**src/rtl/cpu_ctrl.sv**
```systemverilog
// cpu_ctrl: multi-cycle instruction sequencer (fetch, decode, exec, load/store/branch/system/trap).
// Define CPU_CTRL_ALU_WAIT_EN to stall EXEC while I_alu_busy is high.
module cpu_ctrl (
   input  logic       I_clk,
   input  logic       I_rst_n,
   input  logic [2:0] I_next_stage,
   input  logic       I_wb_from_alu,
   input  logic       I_wb_from_imm,
   input  logic       I_next_pc_from_alu,
   input  logic       I_branch_taken,
   input  logic       I_alu_busy,
   input  logic       I_sys_done,
   input  logic       I_bus_ack,
   input  logic       I_bus_err,
   output logic [3:0] O_state,
   output logic       O_bus_req,
   output logic       O_bus_we,
   output logic       O_bus_addr_sel,
   output logic       O_ir_we,
   output logic       O_dec_en,
   output logic       O_reg_we,
   output logic [1:0] O_reg_sel,
   output logic       O_pc_we,
   output logic [1:0] O_pc_sel,
   output logic       O_trap,
   output logic       O_instret
);
   localparam logic [2:0] EXEC_TO_FETCH  = 3'd0;
   localparam logic [2:0] EXEC_TO_LOAD   = 3'd1;
   localparam logic [2:0] EXEC_TO_STORE  = 3'd2;
   localparam logic [2:0] EXEC_TO_BRANCH = 3'd3;
   localparam logic [2:0] EXEC_TO_SYSTEM = 3'd4;
   localparam logic [2:0] EXEC_TO_TRAP   = 3'd5;
   typedef enum logic [3:0] {
      S_RESET  = 4'd0,
      S_FETCH  = 4'd1,
      S_DECODE = 4'd2,
      S_EXEC   = 4'd3,
      S_LOAD   = 4'd4,
      S_STORE  = 4'd5,
      S_BRANCH = 4'd6,
      S_SYSTEM = 4'd7,
      S_TRAP   = 4'd8
   } state_t;
   state_t state, state_nx;
   logic   wb_pending, wb_pending_nx, wb_sel, wb_sel_nx, alu_wait;
`ifdef CPU_CTRL_ALU_WAIT_EN
   assign alu_wait = I_alu_busy;
`else
   logic unused_alu_busy;
   assign unused_alu_busy = I_alu_busy;
   assign alu_wait = 1'b0;
`endif
   assign O_state = state;
   always_ff @(posedge I_clk or negedge I_rst_n) begin
      if (!I_rst_n) begin
         state      <= S_RESET;
         wb_pending <= 1'b0;
         wb_sel     <= 1'b0;
      end else begin
         state      <= state_nx;
         wb_pending <= wb_pending_nx;
         wb_sel     <= wb_sel_nx;
      end
   end
   always_comb begin
      state_nx       = state;
      wb_pending_nx  = wb_pending;
      wb_sel_nx      = wb_sel;
      O_bus_req      = 1'b0;
      O_bus_we       = 1'b0;
      O_bus_addr_sel = 1'b0;
      O_ir_we        = 1'b0;
      O_dec_en       = 1'b0;
      O_reg_we       = 1'b0;
      O_reg_sel      = 2'd0;
      O_pc_we        = 1'b0;
      O_pc_sel       = 2'd0;
      O_trap         = 1'b0;
      O_instret      = 1'b0;
      case (state)
         S_RESET: state_nx = S_FETCH;
         S_FETCH: begin
            O_bus_req = 1'b1;
            // deferred ALU/IMM write of the previous instruction; pending only lives for one FETCH cycle
            O_reg_we      = wb_pending & ~I_bus_err;
            O_reg_sel     = wb_pending ? {1'b0, wb_sel} : 2'd0;
            wb_pending_nx = 1'b0;
            if (I_bus_err) state_nx = S_TRAP;
            else if (I_bus_ack) begin
               O_ir_we  = 1'b1;
               state_nx = S_DECODE;
            end
         end
         S_DECODE: begin
            O_dec_en = 1'b1;
            state_nx = S_EXEC;
         end
         S_EXEC: if (!alu_wait) case (I_next_stage)
            EXEC_TO_FETCH: begin
               O_pc_we       = 1'b1;
               O_pc_sel      = I_next_pc_from_alu ? 2'd1 : 2'd0;
               O_instret     = 1'b1;
               wb_pending_nx = I_wb_from_alu | I_wb_from_imm;
               wb_sel_nx     = I_wb_from_imm;
               state_nx      = S_FETCH;
            end
            EXEC_TO_LOAD:   state_nx = S_LOAD;
            EXEC_TO_STORE:  state_nx = S_STORE;
            EXEC_TO_BRANCH: state_nx = S_BRANCH;
            EXEC_TO_SYSTEM: state_nx = S_SYSTEM;
            EXEC_TO_TRAP:   state_nx = S_TRAP;
            default:        state_nx = S_TRAP;
         endcase
         S_LOAD: begin
            O_bus_req      = 1'b1;
            O_bus_addr_sel = 1'b1;
            if (I_bus_err) state_nx = S_TRAP;
            else if (I_bus_ack) begin
               O_reg_we  = 1'b1;
               O_reg_sel = 2'd2;
               O_pc_we   = 1'b1;
               O_instret = 1'b1;
               state_nx  = S_FETCH;
            end
         end
         S_STORE: begin
            O_bus_req      = 1'b1;
            O_bus_we       = 1'b1;
            O_bus_addr_sel = 1'b1;
            if (I_bus_err) state_nx = S_TRAP;
            else if (I_bus_ack) begin
               O_pc_we   = 1'b1;
               O_instret = 1'b1;
               state_nx  = S_FETCH;
            end
         end
         S_BRANCH: begin
            O_pc_we   = 1'b1;
            O_pc_sel  = I_branch_taken ? 2'd2 : 2'd0;
            O_instret = 1'b1;
            state_nx  = S_FETCH;
         end
         S_SYSTEM: if (I_sys_done) begin
            O_pc_we   = 1'b1;
            O_instret = 1'b1;
            state_nx  = S_FETCH;
         end
         S_TRAP: begin
            O_trap        = 1'b1;
            O_pc_we       = 1'b1;
            O_pc_sel      = 2'd3;
            wb_pending_nx = 1'b0;
            state_nx      = S_FETCH;
         end
         default: state_nx = S_RESET;
      endcase
   end
endmodule

```
**config.mk**
```make
export PLATFORM = sky130hd
export DESIGN_NAME = cpu_ctrl
export DESIGN_NICKNAME = d
export VERILOG_FILES = /design/src/rtl/cpu_ctrl.sv
export SDC_FILE = /design/constraint.sdc
export NUM_CORES = 1
export LEC_CHECK = 0
export CAP_MARGIN = 25
export CORE_MARGIN = 1.5
export CORE_UTILIZATION = 40
export DETAILED_ROUTE_END_ITERATION = 10
export PLACE_DENSITY = 0.93
export SLEW_MARGIN = 30
export SYNTH_ARGS = -nofsm -noshare
export SYNTH_HDL_FRONTEND = slang
export SYNTH_SLANG_ARGS = --single-unit
```
**constraint.sdc**
```tcl
create_clock -name I_clk -period 4.28 [get_ports I_clk]
set_input_delay 1.07 -clock I_clk [delete_from_list [all_inputs] [get_ports I_clk]]
set_output_delay 1.07 -clock I_clk [all_outputs]
set_load 0.01 [all_outputs]
```
==> results of run 1 <==
==> layout by cell type (no fill, tap or decap) <==
cell type	synthesis	layout
nand3b_1	2	2
nor2_1	8	8
inv_1	1	1
or3_1	2	2
nor4_1	4	4
dfrtp_1	6	6
nor3b_1	2	2
or3_4	1	1
o31ai_1	1	1
o221ai_1	1	1
nand2b_1	3	3
a21oi_1	4	4
a21bo_4	1	1
a2111oi_0	1	1
clkbuf_4	0	3
nor4_4	1	1
o21bai_1	2	2
nand2b_4	1	1
a32o_1	1	1
nor2b_1	1	1
a221oi_1	1	1
clkdlybuf4s50_1	0	28
nand4b_1	1	1
or2_1	1	1
a21o_1	1	1
nor3_1	2	2
mux2_2	1	1
xor2_1	1	1
o21ai_0	1	1
buf_4	1	1
o41ai_1	1	1
o2bb2ai_1	1	1
mux2_4	1	1
nand2_1	5	5
==> registers in the layout, indices dropped and copies added, names as in the netlist <==
| signal | cells |
|---|---|
| O_state | 4 |
| wb_pending | 1 |
| wb_sel | 1 |
==> where the power goes <==
part | total, mW | switching, mW | internal, mW | leakage, nW
Clock | 0.0547 | 0.0228 | 0.0319 | 0.0138
Sequential | 0.135 | 0.0613 | 0.0742 | 0.0797
Combinational | 0.230 | 0.0906 | 0.140 | 0.226
==> metal layers <==
| layer | vias to the layer above | global-route usage [%] | wire length [µm] |
|---|---|---|---|
| met5 | - | 0 | 0 |
| met4 | 0 | 15.5 | 21 |
| met3 | 3 | 0 | 104 |
| met2 | 31 | 35.9 | 697 |
| met1 | 267 | 26.7 | 585 |
| li1 | 299 | - | - |
==> layout make-up <==
cell class	instances	area, µm²	share of cell area, %
multi-input cells	53	373	43.6
inverters	1	3.75	0.439
clock buffers	3	22.5	2.63
well taps	15	18.8	2.19
flip-flops and latches	6	150	17.5
repair buffers	29	288	33.6
==> through the flow <==
step	utilization [%]	cells
floorplan	-	65
global placement	64.0	104
detailed placement	64.0	104
CTS	65.8	107
global route	65.8	107
finish	65.8	107
==> kinds of logic after synthesis <==
family          count (synthesis)  synth area share [%]
simple gates                   34                  38.5
compound gates                 16                  22.7
flops                           6                  27.2
buf+inv                         6                  5.22
mux                             2                  4.76
xor+xnor                        1                  1.59
==> worst paths after layout <==
| path | to | slack (ns) |
|---|---|---|
| worst max-delay path | O_pc_we | 0.29 |
| worst min-delay path | wb_sel | 0.55 |
| worst max register to register | O_state[0] | 2.41 |
| worst min register to register | wb_sel | 0.55 |
| max in group asynchronous | O_state[3] | 2.99 |
| min in group asynchronous | O_state[2] | 1.06 |
==> critical path: cells and delay by family <==
family | cells | cell delay [ns]
simple gates | 3 | 0.70
buf+inv | 2 | 0.99
compound gates | 1 | 0.16
==> results.json, run 1 <==
{
  "cpMostUsedCell": "clkdlybuf4s50_1",
  "boundaryPins": 30,
  "dpl-instance-area_um2": 833,
  "synth_async_sr_flop_share_pct": 100,
  "synth-edff-count": 0,
  "design.core.area_um2": 1300,
  "gp_congestion": 0.793,
  "io_buffer_count": 28,
  "pre_cts_ws_ns": 0.286,
  "first_pass_iters": 4,
  "grt_max_degree": 20,
  "p_leak_nw": 0.319,
  "antenna_found_initial": 0,
  "hold_viol": 0,
  "outcome": "complete, no violations",
  "first_iter_violations": 23,
  "end_kind": "output pin",
  "period_needed_ns": 3.99,
  "syn_to_final_growth_pct": 55.1,
  "synth_top_cells_by_count": "nor2_1 (8), dfrtp_1 (6), nand2_1 (5)",
  "wl_per_cell_um": 13.2,
  "post_cts_buffers": 0,
  "numCtsBuffers": 3,
  "start_util_pct": 42.4,
  "cp-start-kind": "input pin",
  "cpPeakStageDelay_ns": 0.52,
  "grt_pass1_vias": 539,
  "routed_wirelength_mm": 1.41,
  "synth_seq_area_share_pct": 27.2,
  "synth-main-ff-cell": "dfrtp_1",
  "root_buffer": "clkbuf_4",
  "synth_cells": 65,
  "via_per_inst": 5.61,
  "timing.hold.ws_ns": 0.548,
  "path_cells": "clkdlybuf4s50_1 -> or3_4 -> nor4_4 -> o21bai_1 -> or2_1 -> clkdlybuf4s50_1",
  "grt.overflow.total": 0,
  "crit_type": "in2out",
  "reg2reg_from": "O_state[0]",
  "dieArea_um2": 1610,
  "cp.arrival_ns": 2.92,
  "fp.dieW_um": 40.1,
  "clkTransAtPathRegs_ns": 0.05,
  "finalPower_mw": 0.420,
  "dp_hpwl_mm": 1.04,
  "setup-tns-final_ns": 0,
  "synth.top_cell.area_share_pct": 27.2,
  "drc": 0,
  "worst_pin_slew_ns": 0.629,
  "diodes": 0,
  "cellPowerDensity_nw_per_um2": 491,
  "clock_sinks": 6,
  "worstSkewPairLatency_ns": 0.25,
  "synth_cell_types": 34,
  "htreeDepth": 1,
  "rows": 13,
  "grt_pass1_wl_mm": 2.29,
  "finalCritPeriodShare_pct": 93.3,
  "hold_path_depth": 1,
  "cts_hold_buf": 0,
  "fmaxAchievable_ghz": 0.250,
  "slew_headroom_pct": 58.1,
  "fin_area_um2": 856,
  "nets": 107,
  "hold_path_class": "reg2reg",
  "yosys_warnings": 0,
  "postSynthNetCount": 78,
  "ys_seq_elements": 6,
  "postCtsResizedCells": 0,
  "clk_path_buf_depth": 2,
  "fin_skew_ns": 0.00442,
  "slowest_stage": "clkdlybuf4s50_1",
  "ant_nets": 0,
  "synth.area.top_cells": "dfrtp_1 (27%), nor2_1 (5.4%), nor4_1 (4.5%)",
  "fillCellCount": 103,
  "drv_slew": 0,
  "synth_area_um2": 552,
  "timing.max_cap.violations": 0,
  "crit_start": "I_next_stage[1]",
  "ir_drop_mv": 0.263,
  "required_ns": 3.21,
  "yosysTopAreaCell": "dfrtp_1",
  "cts_tree": "built",
  "die-height_um": 40.1,
  "routed-via-count": 600,
  "fin_ws_ns": 0.286,
  "r2r_cells": 4,
  "drive_above_1_share_pct": 10.9,
  "synth.most_common_cell": "nor2_1",
  "min_from": "wb_sel",
  "rsz0062_at_grt": "false",
  "groute.usage.overall_pct": 21.5,
  "critPathMaxFanout": 5,
  "finalSetupViolCount": 0,
  "syn_area_per_cell_um2": 8.49
}
Note: power is estimated with default switching activity, not from simulation.
==> run 2: changes to the inputs <==
--- a/config.mk
+++ b/config.mk
@@ -5,8 +5,6 @@
 export SDC_FILE = /design/constraint.sdc
 export NUM_CORES = 1
 export LEC_CHECK = 0
-export CAP_MARGIN = 25
-export CORE_MARGIN = 1.5
 export CORE_UTILIZATION = 40
 export DETAILED_ROUTE_END_ITERATION = 10
 export PLACE_DENSITY = 0.93
==> run 2 against run 1 <==
  * Global-route usage fell by 1.0 points
  * Sequential cell count unchanged
  * Sequential power barely moved
  * Clock skew fell by 0.0034 ns
  * Final cell count stayed put
  * Clock-buffer cell count unchanged
  * Setup slack got worse by 0.055 ns
  * Worst hold slack got worse by 0.032 ns
  * Non-clock buffer count did not move
  * Routed wire length up 3.6%
  * Largest cell class unchanged
  * Highest routed layer unchanged
==> results.json, run 2 (synthesized netlist as in run 1, its figures left out) <==
{
  "wl_met2_um": 756,
  "antenna_found_initial": 0,
  "postCtsResizedCells": 0,
  "start_util_pct": 42.9,
  "clkTransAtPathRegs_ns": 0.05,
  "cts_hold_buf": 0,
  "numCtsBuffers": 3,
  "wl_met1_um": 615,
  "htreeDepth": 1,
  "crit_type": "in2out",
  "final_common_cell": "clkdlybuf4s50_1",
  "cpMostUsedCell": "clkdlybuf4s50_1",
  "required_ns": 3.21,
  "worstSkewPairLatency_ns": 0.25,
  "rsz0062_at_grt": "false",
  "grt_pass1_vias": 455,
  "cpPeakStageDelay_ns": 0.52,
  "wl_per_cell_um": 13.6,
  "boundaryPins": 30,
  "via_per_inst": 5.50,
  "utilization_pct": 66.6,
  "grt_pass1_wl_mm": 2.03,
  "io_buffer_count": 28,
  "diodes": 0,
  "path_cells": "clkdlybuf4s50_1 -> or3_4 -> nor4_4 -> o21bai_1 -> or2_1 -> clkdlybuf4s50_1",
  "cts_tree": "built",
  "p_leak_nw": 0.319,
  "fmaxAchievable_ghz": 0.247,
  "gp_congestion": 0.771,
  "drive_above_1_share_pct": 10.9,
  "first_iter_violations": 10,
  "nets": 107,
  "cp.arrival_ns": 2.98,
  "design.core.area_um2": 1280,
  "rows": 13,
  "fin_area_um2": 856,
  "die-height_um": 39.1,
  "cp-start-kind": "input pin",
  "hold_path_class": "reg2reg",
  "drv_slew": 0,
  "finalCritPeriodShare_pct": 94.6,
  "dpl-instance-area_um2": 833,
  "fin_skew_ns": 0.00101,
  "clk_path_buf_depth": 2,
  "first_pass_iters": 4,
  "pre_cts_ws_ns": 0.229,
  "dp_hpwl_mm": 1.11,
  "end_kind": "output pin",
  "hold_viol": 0,
  "syn_to_final_growth_pct": 55.1,
  "slowest_stage": "clkdlybuf4s50_1",
  "routed_wirelength_mm": 1.46,
  "timing.max_cap.violations": 0,
  "mostFrequentLayoutCells": "clkdlybuf4s50_1 (28), nor2_1 (8), dfrtp_1 (6)",
  "finalSetupViolCount": 0,
  "cellPowerDensity_nw_per_um2": 489,
  "routed-via-count": 588,
  "grt.overflow.total": 0,
  "outcome": "complete, no violations",
  "root_buffer": "clkbuf_4",
  "fp.dieW_um": 39.1,
  "routed.top_layer": "met4",
  "ant_nets": 0,
  "clock_sinks": 6,
  "dieArea_um2": 1530,
  "worst_pin_slew_ns": 0.646,
  "fin_ws_ns": 0.231,
  "post_cts_buffers": 0,
  "ir_drop_mv": 0.288,
  "drc": 0,
  "slew_headroom_pct": 56.9,
  "critPathMaxFanout": 5,
  "period_needed_ns": 4.05,
  "grt_max_degree": 20,
  "dr_wl_met3_um": 78,
  "largest_register_ffs": 4,
  "groute.usage.overall_pct": 20.5,
  "setup-tns-final_ns": 0
}
==> run 2: power by group <==
part / internal (mW) / switching [mW] / leakage (nW)
Combinational: 0.140 / 0.0896 / 0.226
Clock: 0.0318 / 0.0223 / 0.0138
Sequential: 0.0742 / 0.0608 / 0.0797
==> run 2: metal layers <==
layer	up-vias	track usage, %
met4	0	5.17
met3	2	8.67
li1	298	-
met1	271	24.6
met2	17	33.3
met5	-	0
==> run 2: metrics by stage <==
stage          total power, mW  hold slack [ns]  instances
2_1_floorplan            0.257            0.481         65
3_3_place_gp             0.358            0.496        104
3_5_place_dp             0.366            0.504        104
4_1_cts                  0.420            0.514        107
5_1_grt                  0.449            0.541        107
6_report                 0.418            0.517        107
==> run 2: layout make-up <==
cell class	instances	area, µm²
Timing Repair Buffer	29	288
Clock buffer	3	22.5
Fill cell	122	429
Multi-Input combinational cell	53	373
Inverter	1	3.75
Tap cell	15	18.8
Sequential cell	6	150
==> run 2: path summary, 6_finish.rpt <==
kind | start | to | slack [ns] | depth (start not counted)
min in group asynchronous | I_rst_n | O_state[1] | 1.06 | 1
setup / recovery | I_next_stage[1] | O_pc_we | 0.23 | 6
hold / removal | wb_sel | wb_sel | 0.52 | 1
hold reg to reg | wb_sel | wb_sel | 0.52 | 1
setup reg to reg | O_state[0] | O_state[0] | 2.44 | 4
max in group asynchronous | I_rst_n | O_state[3] | 3.01 | 1
==> run 2: critical path: cells and delay by family <==
kind	cells	cell delay, ns
buffers and inverters	2	0.99
AND/OR/NAND/NOR	3	0.75
AO/OA/AOI/OAI	1	0.17
